File: src/rtl/reg_port_arb_if.sv
// Signal bundle between the register-port arbiter, the core writeback/read stage,
// the debug requester and the register file instance.
interface reg_port_arb_if #(
    parameter int p_WORD_LEN     = 16,
    parameter int p_REG_ADDR_LEN = 3
);
    // Core writeback and read-port-1 address
    logic                      i_wb_en;
    logic [p_REG_ADDR_LEN-1:0] i_wb_tgt;
    logic [p_WORD_LEN-1:0]     i_wb_data;
    logic [p_REG_ADDR_LEN-1:0] i_core_src1;
    logic                      o_core_stall;

    // Debug / loader requester, 4-phase req/ack
    logic                      i_dbg_req;
    logic                      i_dbg_we;
    logic [p_REG_ADDR_LEN-1:0] i_dbg_addr;
    logic [p_WORD_LEN-1:0]     i_dbg_wdata;
    logic                      o_dbg_ack;
    logic [p_WORD_LEN-1:0]     o_dbg_rdata;

    // Register-file write port and read port 1
    logic                      o_rf_wr_en;
    logic [p_REG_ADDR_LEN-1:0] o_rf_tgt;
    logic [p_WORD_LEN-1:0]     o_rf_tgt_data;
    logic [p_REG_ADDR_LEN-1:0] o_rf_src1;
    logic [p_WORD_LEN-1:0]     i_rf_src1_data;

    modport slave (
        input  i_wb_en, i_wb_tgt, i_wb_data, i_core_src1,
        input  i_dbg_req, i_dbg_we, i_dbg_addr, i_dbg_wdata,
        input  i_rf_src1_data,
        output o_core_stall, o_dbg_ack, o_dbg_rdata,
        output o_rf_wr_en, o_rf_tgt, o_rf_tgt_data, o_rf_src1
    );

    modport master (
        output i_wb_en, i_wb_tgt, i_wb_data, i_core_src1,
        output i_dbg_req, i_dbg_we, i_dbg_addr, i_dbg_wdata,
        output i_rf_src1_data,
        input  o_core_stall, o_dbg_ack, o_dbg_rdata,
        input  o_rf_wr_en, o_rf_tgt, o_rf_tgt_data, o_rf_src1
    );
endinterface

File: src/rtl/reg_port_arb.sv
// Shares the register-file write port (and, with REG_PORT_ARB_DBG_RD_EN defined, read
// port 1) between core writeback and a debug requester, forcing debug through after starvation.
module reg_port_arb #(
    parameter int p_WORD_LEN     = 16,
    parameter int p_REG_ADDR_LEN = 3,
    parameter int p_STARVE_LIMIT = 4
) (
    input  logic          i_clk,
    input  logic          i_rst,
    reg_port_arb_if.slave bus
);
    localparam int CNT_W = (p_STARVE_LIMIT < 1) ? 1 : $clog2(p_STARVE_LIMIT + 1);
    localparam logic [CNT_W-1:0] STARVE_MAX = CNT_W'(p_STARVE_LIMIT);

    typedef enum logic [1:0] {
        IDLE  = 2'd0,
        GRANT = 2'd1,
        ACK   = 2'd2
    } state_t;

    state_t           state_reg;
    logic [CNT_W-1:0] starve_cnt_reg;
    logic             ack_reg;

`ifdef REG_PORT_ARB_DBG_RD_EN
    logic [p_WORD_LEN-1:0] rdata_reg;
`else
    logic unused_rd_data;
    assign unused_rd_data = ^bus.i_rf_src1_data;
`endif

    // Debug wins immediately when the core is not writing, otherwise only once starved.
    always_ff @(posedge i_clk or posedge i_rst) begin
        if (i_rst) begin
            state_reg      <= IDLE;
            starve_cnt_reg <= '0;
            ack_reg        <= 1'b0;
`ifdef REG_PORT_ARB_DBG_RD_EN
            rdata_reg      <= '0;
`endif
        end else begin
            case (state_reg)
                IDLE: begin
                    if (bus.i_dbg_req) begin
                        if (!bus.i_wb_en || starve_cnt_reg == STARVE_MAX) begin
                            state_reg      <= GRANT;
                            starve_cnt_reg <= '0;
                        end else begin
                            starve_cnt_reg <= starve_cnt_reg + CNT_W'(1);
                        end
                    end else begin
                        starve_cnt_reg <= '0;
                    end
                end
                GRANT: begin
                    state_reg <= ACK;
                    ack_reg   <= 1'b1;
`ifdef REG_PORT_ARB_DBG_RD_EN
                    if (!bus.i_dbg_we) begin
                        rdata_reg <= bus.i_rf_src1_data;
                    end
`endif
                end
                ACK: begin
                    if (!bus.i_dbg_req) begin
                        state_reg <= IDLE;
                        ack_reg   <= 1'b0;
                    end
                end
                default: begin
                    state_reg <= IDLE;
                    ack_reg   <= 1'b0;
                end
            endcase
        end
    end

    // The register-file side follows the core except during the single GRANT cycle.
    always_comb begin
        bus.o_rf_wr_en    = bus.i_wb_en;
        bus.o_rf_tgt      = bus.i_wb_tgt;
        bus.o_rf_tgt_data = bus.i_wb_data;
        bus.o_rf_src1     = bus.i_core_src1;
        if (state_reg == GRANT) begin
            bus.o_rf_wr_en    = bus.i_dbg_we;
            bus.o_rf_tgt      = bus.i_dbg_addr;
            bus.o_rf_tgt_data = bus.i_dbg_wdata;
`ifdef REG_PORT_ARB_DBG_RD_EN
            bus.o_rf_src1     = bus.i_dbg_addr;
`endif
        end
    end

    assign bus.o_core_stall = (state_reg == GRANT);
    assign bus.o_dbg_ack    = ack_reg;

`ifdef REG_PORT_ARB_DBG_RD_EN
    assign bus.o_dbg_rdata = rdata_reg;
`else
    assign bus.o_dbg_rdata = '0;
`endif

endmodule
File: src/flat_wrapper.sv
// flat-port wrapper written by rule: the top's interface ports become plain ports
module reg_port_arb_flat 
#(
    parameter int p_WORD_LEN     = 16,
    parameter int p_REG_ADDR_LEN = 3,
    parameter int p_STARVE_LIMIT = 4
)
  (i_clk, i_rst, bus_i_wb_en, bus_i_wb_tgt, bus_i_wb_data, bus_i_core_src1, bus_i_dbg_req, bus_i_dbg_we, bus_i_dbg_addr, bus_i_dbg_wdata, bus_i_rf_src1_data, bus_o_core_stall, bus_o_dbg_ack, bus_o_dbg_rdata, bus_o_rf_wr_en, bus_o_rf_tgt, bus_o_rf_tgt_data, bus_o_rf_src1);
  reg_port_arb_if #(.p_WORD_LEN(p_WORD_LEN), .p_REG_ADDR_LEN(p_REG_ADDR_LEN)) bus_i ();
  input  logic i_clk;
  input  logic i_rst;
  input wire logic [$bits(bus_i.i_wb_en)-1:0] bus_i_wb_en;
  input wire logic [$bits(bus_i.i_wb_tgt)-1:0] bus_i_wb_tgt;
  input wire logic [$bits(bus_i.i_wb_data)-1:0] bus_i_wb_data;
  input wire logic [$bits(bus_i.i_core_src1)-1:0] bus_i_core_src1;
  input wire logic [$bits(bus_i.i_dbg_req)-1:0] bus_i_dbg_req;
  input wire logic [$bits(bus_i.i_dbg_we)-1:0] bus_i_dbg_we;
  input wire logic [$bits(bus_i.i_dbg_addr)-1:0] bus_i_dbg_addr;
  input wire logic [$bits(bus_i.i_dbg_wdata)-1:0] bus_i_dbg_wdata;
  input wire logic [$bits(bus_i.i_rf_src1_data)-1:0] bus_i_rf_src1_data;
  output wire logic [$bits(bus_i.o_core_stall)-1:0] bus_o_core_stall;
  output wire logic [$bits(bus_i.o_dbg_ack)-1:0] bus_o_dbg_ack;
  output wire logic [$bits(bus_i.o_dbg_rdata)-1:0] bus_o_dbg_rdata;
  output wire logic [$bits(bus_i.o_rf_wr_en)-1:0] bus_o_rf_wr_en;
  output wire logic [$bits(bus_i.o_rf_tgt)-1:0] bus_o_rf_tgt;
  output wire logic [$bits(bus_i.o_rf_tgt_data)-1:0] bus_o_rf_tgt_data;
  output wire logic [$bits(bus_i.o_rf_src1)-1:0] bus_o_rf_src1;
  assign bus_i.i_wb_en = bus_i_wb_en;
  assign bus_i.i_wb_tgt = bus_i_wb_tgt;
  assign bus_i.i_wb_data = bus_i_wb_data;
  assign bus_i.i_core_src1 = bus_i_core_src1;
  assign bus_i.i_dbg_req = bus_i_dbg_req;
  assign bus_i.i_dbg_we = bus_i_dbg_we;
  assign bus_i.i_dbg_addr = bus_i_dbg_addr;
  assign bus_i.i_dbg_wdata = bus_i_dbg_wdata;
  assign bus_i.i_rf_src1_data = bus_i_rf_src1_data;
  assign bus_o_core_stall = bus_i.o_core_stall;
  assign bus_o_dbg_ack = bus_i.o_dbg_ack;
  assign bus_o_dbg_rdata = bus_i.o_dbg_rdata;
  assign bus_o_rf_wr_en = bus_i.o_rf_wr_en;
  assign bus_o_rf_tgt = bus_i.o_rf_tgt;
  assign bus_o_rf_tgt_data = bus_i.o_rf_tgt_data;
  assign bus_o_rf_src1 = bus_i.o_rf_src1;
  reg_port_arb #(.p_WORD_LEN(p_WORD_LEN), .p_REG_ADDR_LEN(p_REG_ADDR_LEN), .p_STARVE_LIMIT(p_STARVE_LIMIT)) u_core (.i_clk(i_clk), .i_rst(i_rst), .bus(bus_i));
endmodule
File: config.mk
export PLATFORM = sky130hd
export DESIGN_NAME = reg_port_arb_flat
export DESIGN_NICKNAME = d
export VERILOG_FILES = /design/src/rtl/reg_port_arb_if.sv /design/src/rtl/reg_port_arb.sv /design/src/flat_wrapper.sv
export SDC_FILE = /design/constraint.sdc
export NUM_CORES = 1
export LEC_CHECK = 0
export CORE_MARGIN = 2
export CORE_UTILIZATION = 23
export CTS_CLUSTER_DIAMETER = 60
export DETAILED_ROUTE_END_ITERATION = 8
export GPL_TIMING_DRIVEN = 0
export HOLD_SLACK_MARGIN = 0.03
export PLACE_DENSITY = 0.79
export SYNTH_ARGS = -nofsm -noshare
export SYNTH_HDL_FRONTEND = slang
export SYNTH_SLANG_ARGS = --single-unit
File: constraint.sdc
create_clock -name i_clk -period 1.8 [get_ports i_clk]
set_clock_uncertainty 0.1 [all_clocks]
set_input_delay 0.54 -clock i_clk [delete_from_list [all_inputs] [get_ports i_clk]]
set_output_delay 0.54 -clock i_clk [all_outputs]
set_load 0.1 [all_outputs]
==> summary.md <==
| Metric | Value |
|---|---|
| Status | finished with violations |
| Failing checks | setup timing |
| Share of cells above drive strength 1 | 47.6% |
| CTS tree | built |
| FF+latch count, synth | 6 |
| Cell count after synthesis | 72 |
| ANT cells | 0 |
| Switch Pwr | 772 uW |
| Multiplexer share of the synthesized area | 32.9% |
| Slew HR | 65.8% |
| Worst EP required | 1.16 ns |
| Period utilization | 121% |
| Final nets | 230 |
| First-pass GRT wire length | 3730 um |
| Final GP Congestion | 0.742 |
| P per Cell Area | 780 nW/um2 |
| Ports | 103 |
| Max cap viols | 0 |
| Max FFs per register | 3 |
| Routed vias/inst | 4.07 |
| Initial core utilization | 24.6% |
| Int Pwr | 634 uW |
| Post-route setup slack | -0.386 ns |
| Synth Flop Type | dfrtp_1 |
| Top cells by count, synth | buf_4, mux2_2, dfrtp_1 |
| Port Buffers | 67 |
| WHS | 0.421 ns |
| CTS Sinks | 6 |
| Router iterations before antenna repair | 3 |
| Yosys warnings | 0 |
| Syn Area/Cell | 9.68 um2 |
| Die Area | 3490 um2 |
| Core Box Area | 2830 um2 |
| Mapped cell area | 697 um2 |
| Sequential power share | 12.1% |
| DRC | 0 |
| Arrival @ worst endpoint | 1.55 ns |
| Clock slew at reported path FFs | 0.04 ns |
| Dpl hpwl | 2080 um |
| Final Hold Fails | 0 |
| Netlist cell types | 20 |
| Top cell type's share of synthesized area | 30.7% |
| Antenna violations before repair | 0 |
| Synth area leader | mux2_2 |
| Post-synthesis sequential area ratio | 21.5% |
| Share of total power in the clock network | 8.8% |
| Layout area overhead | 159% |
| Skew-Pair Late Insertion Delay | 0.24 ns |
| LEAKAGE | 0.875 nW |
| Detailed Route WL | 2480 um |
| Post-synth EDFFs | 0 |
| RSZ-0062 raised after global routing | yes |
| Simple-Gate Fraction of Synth Area | 8.62% |
| Largest family of logic cells by synthesized area | multiplexers |
| Maximum clock frequency | 457 MHz |
| Synth area leaders | mux2_2, dfrtp_1, buf_4 |
| Fraction of the mapped netlist area in compound gates | 7.00% |
| GRT Util Overall | 14.6% |
| TNS Setup | -7.53 ns |
| Row count | 19 |
| Nature of the critical path endpoint | output port |
| Async S/R FF share, synth | 100% |
| Via Count | 794 |
| Die height | 59.0 um |
| Root buf cell | clkbuf_4 |
| Fin util | 63.7% |
| Adder-cell area share of the yosys netlist | 3.59% |
| VDD IR max | 524 uV |
| XOR/XNOR share of the synthesized area | 0% |
| Largest net degree at the start of global routing | 11 |
| Hold buffers post-CTS | 0 |
| Tightest Pin Transition | 0.518 ns |
| CTS max path bufs | 2 |
| Worst Setup Start Kind | flop |
| Total power | 1.41 mW |
| Min-Delay Path Class | input port to async pin |
| Drt wl/cell | 12.7 um |
| DRT iter0 DRCs | 12 |
| Logic pwr share | 79.1% |
| Die width | 59.0 um |
| Post-layout min period | 2.19 ns |
| Critical path fanouts, max | 5 |
| Final setup violation count | 21 |
| H-tree depth | 1 |
| Num CTS Buffers | 3 |
| Switching share of power | 54.9% |
| Post-DRT Antenna Nets | 0 |
| Fin. max-slew vios | 0 |
| Vias in the first global route | 810 |
| Gr ovfl total | 0 |
| CP Class | flop to output port |
-- repair_timing --
| action | 4_1_cts | 5_1_grt |
|---|---|---|
| setup endpoints to repair | 25 | 24 |
| gates resized for setup | 199 | 3 |
| cloned | 1 | 0 |
| pin swaps | 0 | 0 |
| setup buffers | 7 | 0 |
-- power groups by stage --
stage                     combinational, mW  clock (mW)  sequential [mW]
final                                  1.11       0.124            0.169
after global routing                   1.15       0.139            0.173
after CTS                              1.11       0.126            0.169
after detailed placement              0.972           0            0.176
after global placement                0.963           0            0.175
after floorplan                       0.703           0            0.231
-- routing by layer --
| layer | vias up | routed length (um) | share of wire (%) | global-route usage (%) |
|---|---|---|---|---|
| met1 | 339 | 735 | 30 | 12.9 |
| met4 | 0 | 39 | 1.6 | 5.84 |
| met5 | - | 0 | 0 | 0 |
| met2 | 54 | 1510 | 61 | 31.3 |
| met3 | 4 | 197 | 7.9 | 2.40 |
| li1 | 397 | - | - | - |
-- cell type report --
class	instances	area [um2]
Inverter	4	15.0
Tap cell	31	38.8
Buffer	20	158
Multi-Input combinational cell	56	494
Timing Repair Buffer	75	923
Fill cell	233	1030
Sequential cell	6	151
Clock buffer	3	22.5
-- cells by family after synthesis --
kind of cell	Yosys count
compound gates	8
fa+ha+maj	2
buf+inv	25
flops	6
mux	20
other cells	1
simple gates	10
-- metrics by stage --
stage / instance area, um2 / setup WS, ns / cells
floorplan: 826 / -0.132 / 87
global placement: 1540 / -1.22 / 185
finish: 1800 / -0.386 / 195
CTS: 1810 / -0.385 / 195
detailed placement: 1540 / -1.22 / 185
global route: 1800 / -0.444 / 195
-- layout by cell type, fill, tap and decap left out --
master	instances
clkdlybuf4s50_1	42
buf_4	25
mux2_4	20
conb_1	16
buf_12	15
dfrtp_1	5
inv_1	4
buf_8	4
clkdlybuf4s18_2	4
buf_6	4
nand2_1	3
clkbuf_4	3
nor2_1	2
o31ai_1	2
o21ai_0	2
a21oi_1	2
ha_1	2
nand4_1	1
nor4bb_1	1
nor2b_4	1
nand2b_1	1
nand3_1	1
o22ai_1	1
o21bai_1	1
buf_16	1
dfrtp_2	1
-- critical path, stage by stage, from the launching register on --
cell and delay [ns]:
dfrtp_2 0.42, nor2b_4 0.14, buf_6 0.13, buf_8 0.12, mux2_4 0.32, buf_12 0.17
-- path summary, 6_finish.rpt --
| kind | from | end | slack, ns | cells after the start |
|---|---|---|---|---|
| worst min register to register | u_core.starve_cnt_reg[0] | u_core.starve_cnt_reg[0] | 0.42 | 1 |
| max in group asynchronous | i_rst | u_core.state_reg[1] | 0.97 | 2 |
| worst min-delay path | i_rst | u_core.starve_cnt_reg[1] | 0.42 | 2 |
| worst max-delay path | u_core.state_reg[1] | bus_o_rf_tgt_data[7] | -0.39 | 5 |
| worst max register to register | u_core.state_reg[1] | u_core.starve_cnt_reg[0] | 0.44 | 4 |
| min in group i_clk | u_core.starve_cnt_reg[0] | u_core.starve_cnt_reg[0] | 0.42 | 1 |
No activity file was read; power rests on OpenSTA's default activity.
